--- config.mk ---
export PLATFORM = sky130hd
export DESIGN_NAME = prefetch_unit
export DESIGN_NICKNAME = d
export VERILOG_FILES = /design/src/rtl/prefetch_unit.sv
export SDC_FILE = /design/constraint.sdc
export NUM_CORES = 1
export LEC_CHECK = 0
export ABC_AREA = 1
export CAP_MARGIN = 20
export CORE_MARGIN = 3
export CORE_UTILIZATION = 48
export CTS_CLUSTER_SIZE = 30
export DETAILED_ROUTE_END_ITERATION = 8
export PLACE_DENSITY = 0.77
export SLEW_MARGIN = 5
export SYNTH_ARGS = -nofsm -noshare
export SYNTH_HDL_FRONTEND = slang
export SYNTH_SLANG_ARGS = --single-unit
--- constraint.sdc ---
create_clock -name clk -period 2.3 [get_ports clk]
set_clock_uncertainty 0.2 [all_clocks]
set_input_delay 0.46 -clock clk [delete_from_list [all_inputs] [get_ports clk]]
set_output_delay 0.46 -clock clk [all_outputs]
set_load 0.05 [all_outputs]
--- src/rtl/prefetch_unit.sv ---
// Instruction prefetch unit: computes segment*16+offset fetch addresses, runs
// req/ack bus reads in 8- or 16-bit mode and queues bytes for the decoder.
module prefetch_unit #(
  parameter int          DEPTH     = 6,
  parameter int          BUS_BYTES = 1,
  parameter int          ADDR_W    = 20,
  parameter logic [15:0] RESET_IP  = 16'h0000,
  localparam int         CW        = $clog2(DEPTH + 1)
) (
  input  logic                   clk,
  input  logic                   reset,
  input  logic [15:0]            cs,
  input  logic                   flush,
  input  logic [15:0]            flush_ip,
  output logic                   bus_req,
  output logic [ADDR_W-1:0]      bus_addr,
  input  logic                   bus_ack,
  input  logic [8*BUS_BYTES-1:0] bus_rdata,
  output logic [7:0]             out_byte,
  output logic                   out_valid,
  input  logic                   out_ready,
  output logic [15:0]            exec_ip,
  output logic [15:0]            fetch_ip,
  output logic [CW-1:0]          count
);

  localparam int PW = $clog2(DEPTH);

  typedef enum logic {IDLE, REQ} state_t;

  state_t          state, state_nxt;
  logic [7:0]      mem [DEPTH];
  logic [PW-1:0]   rd_ptr, wr_ptr;
  logic            odd_start;
  logic [CW-1:0]   need, free_slots;
  logic            launch, take, pop;
  logic [15:0]     rdata_w;
  logic [7:0]      first_byte, second_byte;
  logic [ADDR_W-1:0] seg_base, addr_launch;

  function automatic logic [PW-1:0] ptr_inc(input logic [PW-1:0] p);
    return (p == PW'(DEPTH - 1)) ? '0 : p + PW'(1);
  endfunction

  // An odd offset on a 16-bit bus only yields the upper byte of the word.
  assign odd_start  = (BUS_BYTES == 2) && fetch_ip[0];
  assign need       = ((BUS_BYTES == 1) || odd_start) ? CW'(1) : CW'(2);
  assign free_slots = CW'(DEPTH) - count;
  assign take       = (state == REQ) && bus_ack;
  assign pop        = out_valid && out_ready;
  assign bus_req    = (state == REQ);

  assign rdata_w     = 16'(bus_rdata);
  assign first_byte  = odd_start ? rdata_w[15:8] : rdata_w[7:0];
  assign second_byte = rdata_w[15:8];

  assign seg_base = ADDR_W'({cs, 4'b0000});

  always_comb begin
    addr_launch = seg_base + ADDR_W'(fetch_ip);
    if (BUS_BYTES == 2) addr_launch[0] = 1'b0;
  end

  always_comb begin
    state_nxt = state;
    launch    = 1'b0;
    if (flush) begin
      state_nxt = IDLE;
    end else begin
      case (state)
        IDLE: if (free_slots >= need) begin
          launch    = 1'b1;
          state_nxt = REQ;
        end
        REQ:  if (bus_ack) state_nxt = IDLE;
        default: state_nxt = IDLE;
      endcase
    end
  end

  always_ff @(posedge clk or negedge reset) begin
    if (!reset) state <= IDLE;
    else        state <= state_nxt;
  end

  always_ff @(posedge clk or negedge reset) begin
    if (!reset) begin
      bus_addr <= '0;
      rd_ptr   <= '0;
      wr_ptr   <= '0;
      count    <= '0;
      fetch_ip <= RESET_IP;
      exec_ip  <= RESET_IP;
    end else if (flush) begin
      rd_ptr   <= '0;
      wr_ptr   <= '0;
      count    <= '0;
      fetch_ip <= flush_ip;
      exec_ip  <= flush_ip;
    end else begin
      if (launch) bus_addr <= addr_launch;
      if (take) begin
        wr_ptr   <= (need == CW'(2)) ? ptr_inc(ptr_inc(wr_ptr)) : ptr_inc(wr_ptr);
        fetch_ip <= fetch_ip + 16'(need);
      end
      if (pop) begin
        rd_ptr  <= ptr_inc(rd_ptr);
        exec_ip <= exec_ip + 16'd1;
      end
      count <= count + (take ? need : CW'(0)) - CW'(pop);
    end
  end

  // Storage needs no reset: out_byte is gated by out_valid.
  always_ff @(posedge clk) begin
    if (take && !flush) begin
      mem[wr_ptr] <= first_byte;
      if (need == CW'(2)) mem[ptr_inc(wr_ptr)] <= second_byte;
    end
  end

  assign out_valid = (count != '0);
  assign out_byte  = out_valid ? mem[rd_ptr] : 8'h00;

endmodule
==> out/results.md <==
| Item | Value |
| --- | --- |
| Result of the run | finished, violations left |
| Violated checks | setup timing |
| Critical Path Max Stage Delay | 0.45 ns |
| Max clock buf depth | 2 |
| Diodes inserted | 0 |
| Core utilization of the finished layout | 67.2% |
| Relative slew slack | 63.4% |
| Final Hold Fails | 0 |
| Total standard cell area after synthesis | 0.00611 sq mm |
| Switching share of power | 45.0% |
| Async S/R FF share, synth | 56.4% |
| X dimension of the die | 119 um |
| Final Max Slew Viols | 0 |
| DRT Wirelength | 16,300 um |
| Commonest cells in the netlist | sky130_fd_sc_hd__nand2_1 (198), sky130_fd_sc_hd__nor2_1 (85), sky130_fd_sc_hd__inv_1 (79), sky130_fd_sc_hd__dfrtp_1 (62), sky130_fd_sc_hd__nand3_1 (60) |
| Vert. Die Dim | 119 um |
| Register share of total power | 29.8% |
| H-tree levels | 3 |
| End point of the worst hold path | bus_addr[13]$_DFFE_PN0P_ |
| Synth top area share | 25.4% |
| HPWL Detailed | 12,300 um |
| Vias | 5,613 |
| Port-buffer cells | 109 |
| Setup repair after global routing missed its margin | yes |
| Portion of total power attributed to the clock network | 16.5% |
| Flip-flop and latch count after synthesis | 110 |
| Dominant register cell in the synthesized netlist | sky130_fd_sc_hd__dfrtp_1 |
| Fraction of layout instances using a drive strength above 1 | 16.8% |
| Cell at the root of the clock tree | sky130_fd_sc_hd__clkbuf_16 |
| Final sum of negative setup slack | -0.0456 ns |
| Logic gate share of total power | 53.6% |
| Setup WS post-layout | -0.0403 ns |
| Clk sinks | 110 |
| Grt total ovfl | 0 |
| Clock-pin slew of the registers on the worst-case setup and hold paths | 0.07 ns |
| Worst Hold Launch | bus_addr[13]$_DFFE_PN0P_ |
| Crit Reg-Reg Startpoint | count[1]$_DFF_PN0_ |
| Crit path time final | 2.34 ns |
| Length in cells of the worst reg-to-reg path | 13 |
| Net Switching | 4.06 mW |
| Leakage Power | 3.78 nW |
| Number of DRC violations after detailed routing | 0 |
| Post-route cell area | 0.00821 sq mm |
| DR pass1 iterations | 5 |
| Weighted congestion at the end of routability-driven global placement | 0.892 |
| TritonCTS clock tree | built |
| FMAX | 0.427 GHz |
| First-pass GRT wire length | 27,400 um |
| Area after detailed placement | 0.00776 sq mm |
| Register-to-register setup slack | 0.10 ns |
| Clock network latency to the later pin of the worst-skew pair | 0.35 ns |
| Post-synthesis sequential area ratio | 49.0% |
| Ordered list of cells on the worst path | inv_4, buf_12, o21ai_0, nand3_1, nand2_1, a21oi_2, buf_12 |
| Number of synthesized flops with an enable pin | 48 |
| Post-synth top area cell | sky130_fd_sc_hd__dfrtp_1 |
| Worst ir drop on vdd | 0.00106 V |
| Worst Tran Pin Value | 0.548 ns |
| HP Class | flip-flop to flip-flop |
| WP data arrival | 1.68 ns |
| Tcrit/Tclk final | 102% |
| Area growth from synthesis to layout | 34.4% |
| Yosys warns | 0 |
| Die Footprint | 0.0141 sq mm |
| Destination of the worst register-to-register timing path | count[1]$_DFF_PN0_ |
| Maximum net fanout on the critical path | 12 |
| Remaining antenna violation count | 0 |
| Master of the slowest instance on the critical path | sky130_fd_sc_hd__dfrtp_2 |
| Hold path cells | 2 |
| CTS buffer count | 9 |
| Total I/O pin count | 110 |
| Nets@finish | 954 |
| Most common cell in the synthesized netlist | sky130_fd_sc_hd__nand2_1 |
| Effective utilization at floorplan | 50.0% |
| Initial detailed-routing violation count | 499 |
| Power density relative to cell area | 1100 mW/mm^2 |
| Number of setup violations in the final report | 3 |
| Vias/cell | 5.29 |
| Crit path required time | 1.64 ns |
| Final routed wire length divided by cell count | 15.4 um |
| Total internal power | 4.97 mW |
| Category of the critical setup timing path | flip-flop to output pin |
| Sort of element at the end of the critical path | output pin |
| Max-cap violations | 0 |
| Most used cell, CP | sky130_fd_sc_hd__buf_12 |
| Most area-consuming cells after synthesis | sky130_fd_sc_hd__dfrtp_1 (25%), sky130_fd_sc_hd__edfxtp_1 (24%), sky130_fd_sc_hd__nand2_1 (12%) |
| Element type at the critical path start | flip-flop |
| Cells after synthesis | 736 |
| Largest net degree at the start of global routing | 26 |
| Number of rows created at floorplan | 40 |
| Post-synth cell types | 41 |
| Number of antenna violations at the first check in global routing | 0 |
| Mean instance size in the synthesized netlist | 8.30 sq um |
| Placement-stage worst setup slack | -0.256 ns |
| Number of global-route vias before repair | 5,630 |
| Aggregate global-route resource usage | 23.9% |
| Nets in the synthesized netlist | 802 |
| Core region area | 0.0122 sq mm |
[timing repair]
item | 4_1_cts | 5_1_grt
endpoints found under the hold margin | 14 | 0
gates cloned | 2 | 0
setup endpoints to repair | 9 | 20
setup buffers | 3 | 2
gates resized for setup | 15 | 17
pin swaps | 4 | 2
hold buffers | 1 | 0
[registers in the layout, indices dropped and copies added, names as in the netlist]
name      flops
bus_addr     20
bus_req       1
count         3
exec_ip      16
fetch_ip     16
mem          48
rd_ptr        3
wr_ptr        3
[power by group through the flow]
stage	Clock (mW)	Sequential [mW]	Combinational (mW)
floorplan	0	3.64	1.90
global placement	0	2.70	4.51
detailed placement	0	2.72	4.61
CTS	1.52	2.69	4.85
global route	1.59	2.74	5.18
finish	1.49	2.70	4.85
[layout by cell type, fill, tap and decap left out, drive strengths merged, types with 5 or more instances in the layout]
cell           count
a21oi             27
buf               84
clkbuf             9
clkdlybuf4s50     71
dfrtp             62
dlymetal6s2s       7
edfxtp            48
ha                19
inv               87
nand2            206
nand3             62
nand4             10
nor2              93
nor3               8
o211ai            12
o21ai             36
o31ai              5
xnor2              5
xor2              12
[worst max path at each step]
stage | end | start | slack (ns)
after floorplan | count[1]$_DFF_PN0_ | count[1]$_DFF_PN0_ | -0.24
after global placement | bus_addr[10]$_DFFE_PN0P_ | cs[0] | -0.25
after detailed placement | bus_addr[10]$_DFFE_PN0P_ | cs[0] | -0.26
after CTS | out_byte[5] | rd_ptr[0]$_DFFE_PN0P_ | -0.05
after global routing | out_byte[1] | rd_ptr[0]$_DFFE_PN0P_ | -0.11
final | out_byte[7] | rd_ptr[0]$_DFFE_PN0P_ | -0.04
[cell families (layout without fill, tap and decap cells)]
family / after synthesis / after routing / share of synthesized area [%]
compound gates: 91 / 91 / 8.57
buf+inv: 108 / 265 / 7.62
xor+xnor: 17 / 17 / 2.44
simple gates: 388 / 388 / 27.6
flops: 110 / 110 / 49.0
mux: 1 / 1 / 0.184
fa+ha+maj: 21 / 21 / 4.55
[area by class of cell]
cell class                 count  area [sq um]
fill                         996          4010
sequential                   110          3000
multi-input combinational    518          2730
timing repair buffer         164          1650
inverter                      85           334
clock buffer                   9           225
tap                          168           210
clock inverter                 7          55.1
[layer usage]
layer	track usage, %	up-vias	share of wire (%)
met5	0	-	0
met4	8.54	0	1.9
met2	40.2	221	49
met3	3.64	28	5.7
li1	-	2718	-
met1	31.5	2646	43
[through the flow]
step / power, mW / std cells / hold WS, ns
2_1_floorplan: 5.54 / 736 / -0.0356
3_3_place_gp: 7.21 / 1037 / 0.233
3_5_place_dp: 7.33 / 1037 / 0.233
4_1_cts: 9.06 / 1059 / 0.284
5_1_grt: 9.51 / 1061 / 0.320
6_report: 9.04 / 1061 / 0.284
[critical path: cells and delay by family, from the launching register on]
kind | cells | cell delay [ns]
flops | 1 | 0.45
buf+inv | 3 | 0.41
compound gates | 2 | 0.31
simple gates | 2 | 0.16
No activity file was read; power rests on OpenSTA's default activity.
